[src/rtl/iir_channel_scheduler_pkg.sv]
// Shared types and arithmetic helpers for the multiplexed IIR scheduler.
// The saturate helper is used when IIR_SAT_EN is defined.
package iir_sched_pkg;

  localparam int SAMPLE_W   = 16;
  localparam int GUARD_BITS = 3;
  localparam int ACC_W      = SAMPLE_W + GUARD_BITS;

  localparam logic signed [ACC_W-1:0] SAT_MAX = ACC_W'(2**(SAMPLE_W-1) - 1);
  localparam logic signed [ACC_W-1:0] SAT_MIN = ACC_W'(-(2**(SAMPLE_W-1)));

  // Per-channel filter state: last two inputs, last three outputs.
  typedef struct packed {
    logic signed [SAMPLE_W-1:0] x1;
    logic signed [SAMPLE_W-1:0] x2;
    logic signed [SAMPLE_W-1:0] y1;
    logic signed [SAMPLE_W-1:0] y2;
    logic signed [SAMPLE_W-1:0] y3;
  } hist_t;

  function automatic logic signed [SAMPLE_W-1:0] saturate(input logic signed [ACC_W-1:0] v);
    logic signed [SAMPLE_W-1:0] res;
    if (v > SAT_MAX)      res = SAT_MAX[SAMPLE_W-1:0];
    else if (v < SAT_MIN) res = SAT_MIN[SAMPLE_W-1:0];
    else                  res = v[SAMPLE_W-1:0];
    return res;
  endfunction

endpackage

[src/rtl/iir_channel_scheduler_if.sv]
// Bundle of per-channel sample inputs and the tagged result stream.
// master = sample source / result sink side, slave = scheduler side.
interface iir_channel_scheduler_if #(
  parameter int N_CH = 4,
  parameter int W    = 16
);
  localparam int CH_W = $clog2(N_CH);

  logic [N_CH-1:0]   in_valid;
  logic [N_CH*W-1:0] in_data;
  logic [N_CH-1:0]   in_ready;
  logic [N_CH-1:0]   ch_clear;
  logic              out_valid;
  logic [W-1:0]      out_data;
  logic [CH_W-1:0]   out_ch;
  logic              out_ready;

  modport master (
    output in_valid, in_data, ch_clear, out_ready,
    input  in_ready, out_valid, out_data, out_ch
  );

  modport slave (
    input  in_valid, in_data, ch_clear, out_ready,
    output in_ready, out_valid, out_data, out_ch
  );
endinterface

[src/rtl/iir_channel_scheduler_arb.sv]
// Round-robin arbiter: grants the first requester after the last winner.
// The pointer starts at N_CH-1 so channel 0 wins first after reset.
module iir_rr_arbiter #(
  parameter  int N_CH = 4,
  localparam int CH_W = $clog2(N_CH)
) (
  input  logic            clk,
  input  logic            rst,
  input  logic [N_CH-1:0] req,
  input  logic            advance,
  output logic [N_CH-1:0] grant,
  output logic [CH_W-1:0] gidx
);

  logic [CH_W-1:0] r_ptr;
  logic [CH_W-1:0] w_cand;
  logic [CH_W-1:0] w_idx;
  logic            w_any;

  // Walk from the farthest offset down so the nearest requester wins last.
  always_comb begin
    w_cand = '0;
    w_idx  = '0;
    w_any  = 1'b0;
    for (int k = N_CH; k >= 1; k--) begin
      w_cand = CH_W'((int'(r_ptr) + k) % N_CH);
      if (req[w_cand]) begin
        w_idx = w_cand;
        w_any = 1'b1;
      end
    end
    grant        = '0;
    grant[w_idx] = w_any;
  end

  assign gidx = w_idx;

  always_ff @(posedge clk or posedge rst) begin
    if (rst) begin
      r_ptr <= CH_W'(N_CH - 1);
    end else if (advance && w_any) begin
      r_ptr <= w_idx;
    end
  end

endmodule

[src/rtl/iir_channel_scheduler.sv]
// One IIR datapath shared across N_CH channels with round-robin grant and 1-cycle latency.
// Define IIR_SAT_EN to saturate results; otherwise results wrap. W must equal SAMPLE_W.
module iir_channel_scheduler
  import iir_sched_pkg::*;
#(
  parameter  int N_CH = 4,
  parameter  int W    = SAMPLE_W,
  localparam int CH_W = $clog2(N_CH)
) (
  input  logic                   clk,
  input  logic                   rst,
  iir_channel_scheduler_if.slave bus
);

  logic                       w_stall;
  logic [N_CH-1:0]            w_req;
  logic [N_CH-1:0]            w_grant;
  logic [CH_W-1:0]            w_gidx;
  logic                       w_any;
  logic signed [W-1:0]        w_in [N_CH];
  logic signed [W-1:0]        w_x;
  hist_t                      w_sel;
  hist_t                      w_new;
  logic signed [ACC_W-1:0]    w_xe, w_x1e, w_x2e, w_y1e, w_y2e, w_y3e;
  logic signed [ACC_W-1:0]    w_sum;
  logic signed [W-1:0]        w_y;

  hist_t                      r_hist [N_CH];
  logic                       r_out_valid;
  logic signed [W-1:0]        r_out_data;
  logic [CH_W-1:0]            r_out_ch;

  assign w_stall = r_out_valid & ~bus.out_ready;
  assign w_req   = bus.in_valid & {N_CH{~w_stall}};
  assign w_any   = |w_grant;

  iir_rr_arbiter #(.N_CH(N_CH)) u_arb (
    .clk     (clk),
    .rst     (rst),
    .req     (w_req),
    .advance (~w_stall),
    .grant   (w_grant),
    .gidx    (w_gidx)
  );

  genvar gi;
  generate
    for (gi = 0; gi < N_CH; gi++) begin : g_unpack
      assign w_in[gi] = bus.in_data[gi*W +: W];
    end
  endgenerate

  // A clear arriving with the grant makes the computation see zero history.
  assign w_x   = w_in[w_gidx];
  assign w_sel = bus.ch_clear[w_gidx] ? hist_t'('0) : r_hist[w_gidx];

  assign w_xe  = {{GUARD_BITS{w_x[W-1]}},              w_x};
  assign w_x1e = {{GUARD_BITS{w_sel.x1[SAMPLE_W-1]}}, w_sel.x1};
  assign w_x2e = {{GUARD_BITS{w_sel.x2[SAMPLE_W-1]}}, w_sel.x2};
  assign w_y1e = {{GUARD_BITS{w_sel.y1[SAMPLE_W-1]}}, w_sel.y1};
  assign w_y2e = {{GUARD_BITS{w_sel.y2[SAMPLE_W-1]}}, w_sel.y2};
  assign w_y3e = {{GUARD_BITS{w_sel.y3[SAMPLE_W-1]}}, w_sel.y3};

  assign w_sum = w_xe - w_x1e + w_x2e + w_y3e + (w_y1e >>> 1) + (w_y2e >>> 2);

`ifdef IIR_SAT_EN
  assign w_y = saturate(w_sum);
`else
  assign w_y = w_sum[W-1:0];
`endif

  always_comb begin
    w_new    = '0;
    w_new.x1 = w_x;
    w_new.x2 = w_sel.x1;
    w_new.y1 = w_y;
    w_new.y2 = w_sel.y1;
    w_new.y3 = w_sel.y2;
  end

  // Grant takes priority over a bare clear; w_new already folds the clear in.
  always_ff @(posedge clk or posedge rst) begin
    if (rst) begin
      for (int i = 0; i < N_CH; i++) r_hist[i] <= '0;
    end else begin
      for (int i = 0; i < N_CH; i++) begin
        if (w_grant[i])            r_hist[i] <= w_new;
        else if (bus.ch_clear[i])  r_hist[i] <= '0;
      end
    end
  end

  always_ff @(posedge clk or posedge rst) begin
    if (rst) begin
      r_out_valid <= 1'b0;
      r_out_data  <= '0;
      r_out_ch    <= '0;
    end else if (!w_stall) begin
      if (w_any) begin
        r_out_valid <= 1'b1;
        r_out_data  <= w_y;
        r_out_ch    <= w_gidx;
      end else begin
        r_out_valid <= 1'b0;
      end
    end
  end

  assign bus.in_ready  = w_grant;
  assign bus.out_valid = r_out_valid;
  assign bus.out_data  = r_out_data;
  assign bus.out_ch    = r_out_ch;

endmodule
[src/flat_wrapper.sv]
// flat-port wrapper written by rule: the top's interface ports become plain ports
module iir_channel_scheduler_flat import iir_sched_pkg::*;
#(
  parameter  int N_CH = 4,
  parameter  int W    = SAMPLE_W,
  localparam int CH_W = $clog2(N_CH)
)
  (clk, rst, bus_in_valid, bus_in_data, bus_ch_clear, bus_out_ready, bus_in_ready, bus_out_valid, bus_out_data, bus_out_ch);
  iir_channel_scheduler_if #(.N_CH(N_CH), .W(W)) bus_i ();
  input  logic clk;
  input  logic rst;
  input wire logic [$bits(bus_i.in_valid)-1:0] bus_in_valid;
  input wire logic [$bits(bus_i.in_data)-1:0] bus_in_data;
  input wire logic [$bits(bus_i.ch_clear)-1:0] bus_ch_clear;
  input wire logic [$bits(bus_i.out_ready)-1:0] bus_out_ready;
  output wire logic [$bits(bus_i.in_ready)-1:0] bus_in_ready;
  output wire logic [$bits(bus_i.out_valid)-1:0] bus_out_valid;
  output wire logic [$bits(bus_i.out_data)-1:0] bus_out_data;
  output wire logic [$bits(bus_i.out_ch)-1:0] bus_out_ch;
  assign bus_i.in_valid = bus_in_valid;
  assign bus_i.in_data = bus_in_data;
  assign bus_i.ch_clear = bus_ch_clear;
  assign bus_i.out_ready = bus_out_ready;
  assign bus_in_ready = bus_i.in_ready;
  assign bus_out_valid = bus_i.out_valid;
  assign bus_out_data = bus_i.out_data;
  assign bus_out_ch = bus_i.out_ch;
  iir_channel_scheduler #(.N_CH(N_CH), .W(W)) u_core (.clk(clk), .rst(rst), .bus(bus_i));
endmodule
[config.mk]
export PLATFORM = sky130hd
export DESIGN_NAME = iir_channel_scheduler_flat
export DESIGN_NICKNAME = d
export VERILOG_FILES = /design/src/rtl/iir_channel_scheduler_pkg.sv /design/src/rtl/iir_channel_scheduler_if.sv /design/src/rtl/iir_channel_scheduler_arb.sv /design/src/rtl/iir_channel_scheduler.sv /design/src/flat_wrapper.sv
export SDC_FILE = /design/constraint.sdc
export NUM_CORES = 1
export LEC_CHECK = 0
export BUFFER_PORTS_ARGS = -buffer_cell sky130_fd_sc_hd__buf_2
export CORE_MARGIN = 1
export CORE_UTILIZATION = 45
export CTS_CLUSTER_DIAMETER = 120
export DETAILED_ROUTE_END_ITERATION = 8
export HOLD_SLACK_MARGIN = 0.03
export PLACE_DENSITY = 0.64
export SLEW_MARGIN = 20
export SYNTH_ARGS = -nofsm -noshare
export SYNTH_HDL_FRONTEND = slang
export SYNTH_SLANG_ARGS = --single-unit
[constraint.sdc]
create_clock -name clk -period 22.7 [get_ports clk]
set_input_delay 4.54 -clock clk [delete_from_list [all_inputs] [get_ports clk]]
set_output_delay 4.54 -clock clk [all_outputs]
set_load 0.005 [all_outputs]
**After elaboration in Yosys (flattened, before gate mapping)**

Index checks and enable logic that the tools add are counted.

- Bits in registers: 341
- Output and inout bits: 23

- Reductions and logical operators: 8
- Add/sub/neg operators: 9
- Multiplexer cells: 36
- Bitwise logic cells: 6
- $lt $le $gt $ge: 7

Operator list:

| kind | number |
|---|---|
| 80-bit two-way mux | 11 |
| 80-bit binary-select mux with 2-bit select | 1 |
| 16-bit adder | 2 |
| 16-bit binary-select mux with 2-bit select | 1 |
| 16-bit two-way mux | 2 |
| 16-bit by 14-bit adder with 16-bit output | 1 |
| 16-bit by 15-bit adder with 16-bit output | 1 |
| 16-bit subtractor | 1 |
| 2-bit by 3-bit < comparator with 1-bit output, second input constant | 5 |
| 1-bit two-way mux | 11 |
| 1-bit binary-select mux with 2-bit select | 5 |
| 4-bit AND | 2 |
| 2-bit two-way mux | 4 |
| 2-bit nonzero test | 4 |
| 2-bit by 1-bit adder with 2-bit output, second input constant | 2 |
| 2-bit adder, second input constant | 2 |
| 4-bit OR reduction | 1 |
| 3-bit greater-or-equal comparator, second input constant | 1 |
| 2-bit inverter with 3-bit output | 1 |
| 1-bit demux with 2-bit select | 1 |
| 2-bit by 1-bit greater-or-equal comparator with 1-bit output, second input constant | 1 |
| 1-bit logical AND | 2 |
| 1-bit inverter | 2 |
| 2-bit AND reduction | 1 |
| 1-bit AND | 1 |

**Longest topological paths before layout**

Gate-level depths: netlist of run 1.

- Word-level depth: 21
- Mapped depth: 28

**By module**

Synthesis of run 1 repeated with hierarchy kept, for this count alone.

- Cells, all modules: 1925
- Area, all modules: 19411.1 um^2

Modules (own cells, without submodules):

| module | instances | area an instance (um^2) | cells an instance |
|---|---|---|---|
| iir_channel_scheduler | 1 | 19132.1 | 1893 |
| iir_rr_arbiter | 1 | 279.0 | 32 |

**Worst setup path before layout of run 1**

No wires, ideal clock.

- Path kind: input-to-output
- Start point: input bus_out_ready
- End point: output bus_in_ready[1]
- Arrival time: 6.050 ns
- Buffers on the path: 2
- Cell stages on the path: 7
- Path slack: 12.110 ns
- Required time: 18.160 ns
- Cell sequence: nand2b_1 -> o21ai_0 -> a211oi_4 -> buf_2 -> nand2_1 -> inv_1 -> clkbuf_1

- Word-level cells in the longest chain between the ends: 15

RTL lines:

| element | line | RTL |
|---|---|---|
| start: declaration | flat_wrapper.sv:15 | `input wire logic [$bits(bus_i.out_ready)-1:0] bus_out_ready;` |
| 1-bit inverter * | iir_channel_scheduler.sv:33 | `assign w_stall = r_out_valid & ~bus.out_ready;` |
| 1-bit AND * | iir_channel_scheduler.sv:33 |  |
| 1-bit inverter (no line) * | n/a |  |
| 4-bit AND * | iir_channel_scheduler.sv:34 | `assign w_req = bus.in_valid & {N_CH{~w_stall}};` |
| 1-bit binary-select mux with 2-bit select | iir_channel_scheduler_arb.sv:27 | `if (req[w_cand]) begin` |
| 1-bit two-way mux (implied by the code) | iir_channel_scheduler_arb.sv:27 |  |
| 2-bit two-way mux (4 in series) | iir_channel_scheduler_arb.sv:27 |  |
| 2-bit by 3-bit < comparator with 1-bit output (implied by the code) or 2-bit by 1-bit greater-or-equal comparator with 1-bit output (tied branches) | iir_channel_scheduler_arb.sv:33 | `grant[w_idx] = w_any;` |
| 1-bit logical AND (implied by the code) | iir_channel_scheduler_arb.sv:33 |  |
| 1-bit two-way mux (implied by the code) | iir_channel_scheduler_arb.sv:33 |  |
| 1-bit demux with 2-bit select | iir_channel_scheduler_arb.sv:33 |  |
| 4-bit AND (no line) * | n/a |  |
| end: declaration | flat_wrapper.sv:16 | `output wire logic [$bits(bus_i.in_ready)-1:0] bus_in_ready;` |

Mark *: on every way between the ends. The rest lies on a longest branch, timed or not. The select of a mux whose other input is x is not followed.

**Worst setup path in the final report of run 1**

- Start point: input bus_in_valid[1]
- End point: output bus_in_ready[2]

- Word-level cells in the longest chain between the ends: 12

RTL lines:

| element | line | RTL |
|---|---|---|
| start: declaration | flat_wrapper.sv:12 | `input wire logic [$bits(bus_i.in_valid)-1:0] bus_in_valid;` |
| 4-bit AND * | iir_channel_scheduler.sv:34 |  |
| 1-bit binary-select mux with 2-bit select | iir_channel_scheduler_arb.sv:27 |  |
| 1-bit two-way mux (implied by the code) | iir_channel_scheduler_arb.sv:27 |  |
| 2-bit two-way mux (4 in series) | iir_channel_scheduler_arb.sv:27 |  |
| 2-bit by 3-bit < comparator with 1-bit output (implied by the code) or 2-bit by 1-bit greater-or-equal comparator with 1-bit output (tied branches) | iir_channel_scheduler_arb.sv:33 |  |
| 1-bit logical AND (implied by the code) | iir_channel_scheduler_arb.sv:33 |  |
| 1-bit two-way mux (implied by the code) | iir_channel_scheduler_arb.sv:33 |  |
| 1-bit demux with 2-bit select | iir_channel_scheduler_arb.sv:33 |  |
| 4-bit AND (no line) * | n/a |  |

Marks and branches as above.

==> flow_metrics.tcl, run 1 <==
set metrics [dict create \
    synth_edf_count 0 \
    insertion_delay_ps 540 \
    hold_path_class "register to register" \
    wl_per_cell_um 21.25 \
    grt_antenna_before_repair 0 \
    die_w_um 205.1 \
    hold_viol_final 0 \
    finalMaxSlewViolations 0 \
    drc 0 \
    grt_pass1_vias 14000 \
    tritoncts "built" \
    grt.overflow.total 0 \
    syn_to_final_growth_pct 10.94 \
    cts.path.max_buffers 3 \
    crit_path_start_kind "input pin" \
    ff2ff_path_depth 24 \
    synth_flop_cell "dfrtp_1" \
    cts_buffers 38 \
    grt.total_usage 0.2457 \
    maxCapViolCount 0 \
    syn-cell-area_mm2 0.01855 \
    fin_nets 1926 \
    drive_gt1_frac 0.1592 \
    relSlewSlack 0.2997 \
    reg2reg_from "u_core.u_arb.r_ptr[0]" \
    clock-sinks 341 \
    vias 13560 \
    synthDistinctLibCells 57 \
    rsz0062_at_grt "no" \
    syn_nets 1913 \
    cp.arrival_ps 7370 \
    status "completed" \
    critPathMaxFanout 114 \
    cts.hold.buffers_added 0 \
    grt_max_degree 147 \
    cts_setup_buffers 0 \
    io_pins 98 \
    synth_top_area_cell "dfrtp_1" \
    syn_avg_cell_area_um2 10.51 \
    fin_crit_ps 11910 \
    cp_data_required_time_ps 18160 \
    pre_cts_ws_ps 10810 \
    worstReg2RegEnd "u_core.r_hist[204]" \
    cts_resized 0 \
    post-route-period-util 0.5247 \
    die_h_um 205.1 \
    p_leak_nw 9.322 \
    seq_area_frac_synth 0.4600 \
    dp_hpwl_mm 29.05 \
    diodes 0 \
    ir_worst_vdd_mv 0.1167 \
    synthTopCellsByArea "dfrtp_1 (46%), nand3b_1 (13%), mux4_2 (9.2%), o21ai_0 (7.1%), fa_1 (6.4%)" \
    io_buffers 97 \
    fp-row-count 74 \
    die-area_mm2 0.04205 \
    fmax_mhz 83.96 \
    finalSetupTns_ps 0 \
    clk_pin_slew_ps 50 \
    synth_top_area_frac 0.4572 \
    via_per_inst 5.807 \
    endpoint "bus_in_ready[2]" \
    fin_cells 2335 \
    synth_cells 1765 \
    synth_warnings 0 \
    core_area_mm2 0.04074 \
    wl_mm 49.61 \
    finalSetupViolCount 0 \
    drt_iter0_markers 1111 \
    ys_seq_elements 341 \
    initial_utilization 0.4554 \
    startpoint "bus_in_valid[1]" \
    grt_pass1_wl_mm 80.05 \
    critPathCaptureType "output port" \
    final.setup_skew_ps 20.47 \
    drt_pass1_iterations 8 \
    worst_pin_slew_ps 1050 \
    setup_ws_ps 10790 \
    power_density_mw_per_mm2 135.4 \
    yosysMostFrequentCell "dfrtp_1" \
    drtAntennaViolNets 0 \
    ff2ff_setup_slack_ps 15120 \
    critical_path_class "input pin to output port" \
    root_buffer "clkbuf_16" \
    synthTopCellsByCount "dfrtp_1 (339), nand3b_1 (314), o21ai_0 (264)" \
    async_flop_share 1.000 \
    dpl.cell_count 2270 \
    globalplace.congestion 0.8009 \
    htree_levels 2 \
]
## report_power, final
group | leakage [nW] | switching (mW) | internal (mW)
registers | 4.62 | 0.0578 | 0.728
logic | 4.07 | 0.887 | 0.487
clock network | 0.636 | 0.253 | 0.373
total | 9.32 | 1.20 | 1.59
## cells by family after synthesis
group / Yosys count / synth area share
fa+ha+maj: 73 / 0.07310
simple gates: 651 / 0.2039
mux: 83 / 0.09657
xor+xnor: 19 / 0.009778
buf+inv: 252 / 0.05496
flops: 341 / 0.4600
compound gates: 346 / 0.1017
## worst min-delay path by stage
| stage | cells past startpoint | endpoint | slack, ps | from |
|---|---|---|---|---|
| after floorplan | 2 | u_core.r_hist[41] | 470 | u_core.r_hist[41] |
| after global placement | 2 | u_core.bus.out_ch[1] | 460 | u_core.bus.out_ch[1] |
| after detailed placement | 2 | u_core.bus.out_ch[1] | 470 | u_core.bus.out_ch[1] |
| after CTS | 2 | u_core.bus.out_data[4] | 480 | u_core.bus.out_data[4] |
| after global routing | 2 | u_core.bus.out_data[8] | 500 | u_core.bus.out_data[8] |
| final | 2 | u_core.bus.out_data[4] | 470 | u_core.bus.out_data[4] |
## critical path, cell delays in order
cell and delay (ps):
buf_2 150, nor2b_4 160, o221a_2 290, nor2_4 140
buf_12 550, nand2_4 550, inv_1 650, buf_2 220
## cells in the final DEF (no fill, tap or decap), drive strengths merged, types with 25 or more instances in the layout
| master | netlist | layout |
|---|---|---|
| inv | 110 | 109 |
| buf | 51 | 115 |
| nand2 | 260 | 260 |
| o21ai | 301 | 301 |
| nand3 | 25 | 25 |
| nand3b | 314 | 314 |
| dfrtp | 339 | 339 |
| mux4 | 76 | 76 |
| fa | 59 | 59 |
| clkbuf | 91 | 54 |
## cell type report
class | instances | area [µm²]
fillers | 3631 | 20160
multi-input cells | 1172 | 9049
flip-flops and latches | 341 | 8536
clock buffers | 54 | 1185
well taps | 532 | 665.6
repair buffers | 115 | 636.9
inverters | 110 | 425.4
clock inverters | 11 | 86.33
## layer usage
metal	global-route usage	up-vias	share of wire
met5	0	-	0
met3	0.03834	76	0.056
li1	-	6130	-
met1	0.3403	6940	0.44
met4	0.07354	0	0.024
met2	0.3988	414	0.48
## state kept, by name, summed over array words and instances (netlist names)
signal and flops:
u_core.r_hist 320, u_core.u_arb.r_ptr 2, u_core.bus.out_valid 1, u_core.bus.out_ch 2, u_core.bus.out_data 16
## metrics by stage
stage,area [µm²],hold slack [ps],utilization,power [mW]
detailed placement,19300,465.2,0.4738,2.174
global route,20580,502.3,0.5053,2.984
finish,20580,470.6,0.5053,2.786
CTS,20570,478.8,0.5050,2.811
global placement,19300,458.4,0.4738,2.150
floorplan,18550,470.2,-,1.731
No activity file was read; power rests on OpenSTA's default activity.
==> run 2, diff against run 1 <==
--- a/config.mk
+++ b/config.mk
@@ -11,7 +11,7 @@
 export CTS_CLUSTER_DIAMETER = 120
 export DETAILED_ROUTE_END_ITERATION = 8
 export HOLD_SLACK_MARGIN = 0.03
-export PLACE_DENSITY = 0.64
+export PLACE_DENSITY = 0.66
 export SLEW_MARGIN = 20
 export SYNTH_ARGS = -nofsm -noshare
 export SYNTH_HDL_FRONTEND = slang
==> constraint.sdc (replaced) <==
create_clock -name clk -period 10.6 [get_ports clk]
set_input_delay 2.12 -clock clk [delete_from_list [all_inputs] [get_ports clk]]
set_output_delay 2.12 -clock clk [all_outputs]
set_load 0.005 [all_outputs]
==> run 2 against run 1 <==
Compared with the run above: sequential cell count stayed put; clock skew is 3.2 ps higher; combinational power up 120%; sequential share of layout area down 0.11 points; sequential power is 120% higher; largest cell class unchanged; first-iteration DRC count decreased by 11%; via count grew 1.3%; highest routed layer is now met5; non-clock buffer count grew 10; critical path depth grew 19; critical endpoint is now u_core.r_hist[44]; core utilization rose by 0.13 points; register-to-register slack got worse by 12000 ps.
==> flow_metrics.tcl, run 2 (synthesized netlist as in run 1, its figures left out) <==
set metrics [dict create \
    status "completed" \
    cts.hold.buffers_added 0 \
    drtAntennaViolNets 0 \
    syn_to_final_growth_pct 11.23 \
    drive_gt1_frac 0.1584 \
    rsz0062_at_grt "no" \
    clk_pin_slew_ps 60 \
    io_buffers 97 \
    die-area_mm2 0.04205 \
    cts_buffers 38 \
    ff2ff_path_depth 26 \
    grt.total_usage 0.2469 \
    die_w_um 205.1 \
    insertion_delay_ps 540 \
    hold_path_class "register to register" \
    relSlewSlack 0.2775 \
    grt.overflow.total 0 \
    cp_data_required_time_ps 10970 \
    whs_ps 475.4 \
    dp_hpwl_mm 29.97 \
    cts_setup_buffers 0 \
    finalSetupViolCount 0 \
    crit_path_start_kind "input pin" \
    fmax_mhz 119.4 \
    wl_per_cell_um 21.33 \
    maxCapViolCount 0 \
    worst_pin_slew_ps 1084 \
    ir_worst_vdd_mv 0.2850 \
    initial_utilization 0.4554 \
    wl_mm 49.99 \
    grt_pass1_wl_mm 80.44 \
    grt_pass1_vias 14110 \
    cp.arrival_ps 8740 \
    hold_viol_final 0 \
    fin_crit_ps 8374 \
    final_cell_mix "dfrtp_1 (339), nand3b_1 (314), o21ai_0 (264)" \
    drt_iter0_markers 988 \
    vias 13740 \
    cts.path.max_buffers 3 \
    via_per_inst 5.860 \
    fin_nets 1936 \
    critical_path_class "input pin to register" \
    largest_register "u_core.r_hist" \
    largest_reg_flops 320 \
    grt_antenna_before_repair 1 \
    critPathCaptureType "register" \
    power_density_mw_per_mm2 287.9 \
    nFillCells 3722 \
    grt_max_degree 188 \
    core_area_mm2 0.04074 \
    critPathMaxFanout 21 \
    htree_levels 2 \
    globalplace.congestion 0.8059 \
    cts_resized 0 \
    clock-sinks 341 \
    fp-row-count 74 \
    drc 0 \
    mostFrequentLayoutCell "dfrtp_1" \
    finalMaxSlewViolations 0 \
    p_leak_nw 9.338 \
    hold_depth 2 \
    slowest_delay_ps 750 \
    slowest_stage "nor2_4" \
    die_h_um 205.1 \
    finalSetupTns_ps 0 \
    root_buffer "clkbuf_16" \
    final.setup_skew_ps 23.70 \
    io_pins 98 \
    tritoncts "built" \
    post-route-period-util 0.7900 \
    diodes 0 \
    drt_pass1_iterations 5 \
]
==> run 2: cell types whose count changed in the layout (fill, tap and decap cells not counted) <==
cell and change:
buf_12 +2, buf_16 +1, buf_4 +7, bufinv_16 +1
clkbuf_1 +9, clkbuf_16 -2, clkbuf_8 -3, clkinv_2 -6
clkinv_4 -1, clkinv_8 -1, clkinvlp_4 +1, inv_6 +1
==> run 2: worst paths after layout <==
kind / slack [ps] / start / end
max in group asynchronous: 7300 / rst / u_core.r_hist[102]
min in group asynchronous: 1700 / rst / u_core.r_hist[113]
worst max register to register: 3410 / u_core.u_arb.r_ptr[0] / u_core.r_hist[44]
worst max-delay path: 2230 / bus_in_valid[1] / u_core.r_hist[44]
worst min register to register: 480 / u_core.bus.out_data[10] / u_core.bus.out_data[10]
worst min-delay path: 480 / u_core.bus.out_data[10] / u_core.bus.out_data[10]
==> run 2: cell type report <==
type | count | area [µm²] | area share
Clock buffer | 58 | 1127 | 0.05463
Clock inverter | 6 | 86.33 | 0.004183
Inverter | 110 | 416.7 | 0.02019
Multi-Input combinational cell | 1172 | 9049 | 0.4385
Sequential cell | 341 | 8536 | 0.4136
Tap cell | 532 | 665.6 | 0.03225
Timing Repair Buffer | 125 | 757.0 | 0.03668
==> run 2: critical path, delay by kind of cell <==
kind / cells / cell delay (ps)
xor+xnor: 1 / 520
buf+inv: 7 / 1080
simple gates: 7 / 1500
fa+ha+maj: 5 / 2160
compound gates: 7 / 1320
==> run 2: stage by stage <==
step | cells | total power, mW | utilization | area, µm² | setup WS (ps)
floorplan | 1765 | 3.707 | - | 18560 | 3150
global placement | 2279 | 4.599 | 0.4760 | 19390 | 1861
detailed placement | 2279 | 4.669 | 0.4760 | 19390 | 1758
CTS | 2343 | 5.987 | 0.5058 | 20610 | 2294
global route | 2344 | 6.349 | 0.5066 | 20640 | 1939
finish | 2344 | 5.941 | 0.5066 | 20640 | 2226
==> run 2: per-layer routing <==
metal / routed length (µm) / up-vias / track usage
li1: - / 6138 / -
met4: 1276 / 2 / 0.07460
met1: 21540 / 7073 / 0.3338
met5: 12 / - / 0
met2: 24700 / 446 / 0.4184
met3: 2456 / 77 / 0.02720
==> run 2: where the power goes <==
part,leakage [nW],internal [mW],switching [mW]
Sequential,4.62,1.56,0.127
Combinational,4.13,1.05,1.90
Clock,0.592,0.778,0.529
Total,9.34,3.38,2.56
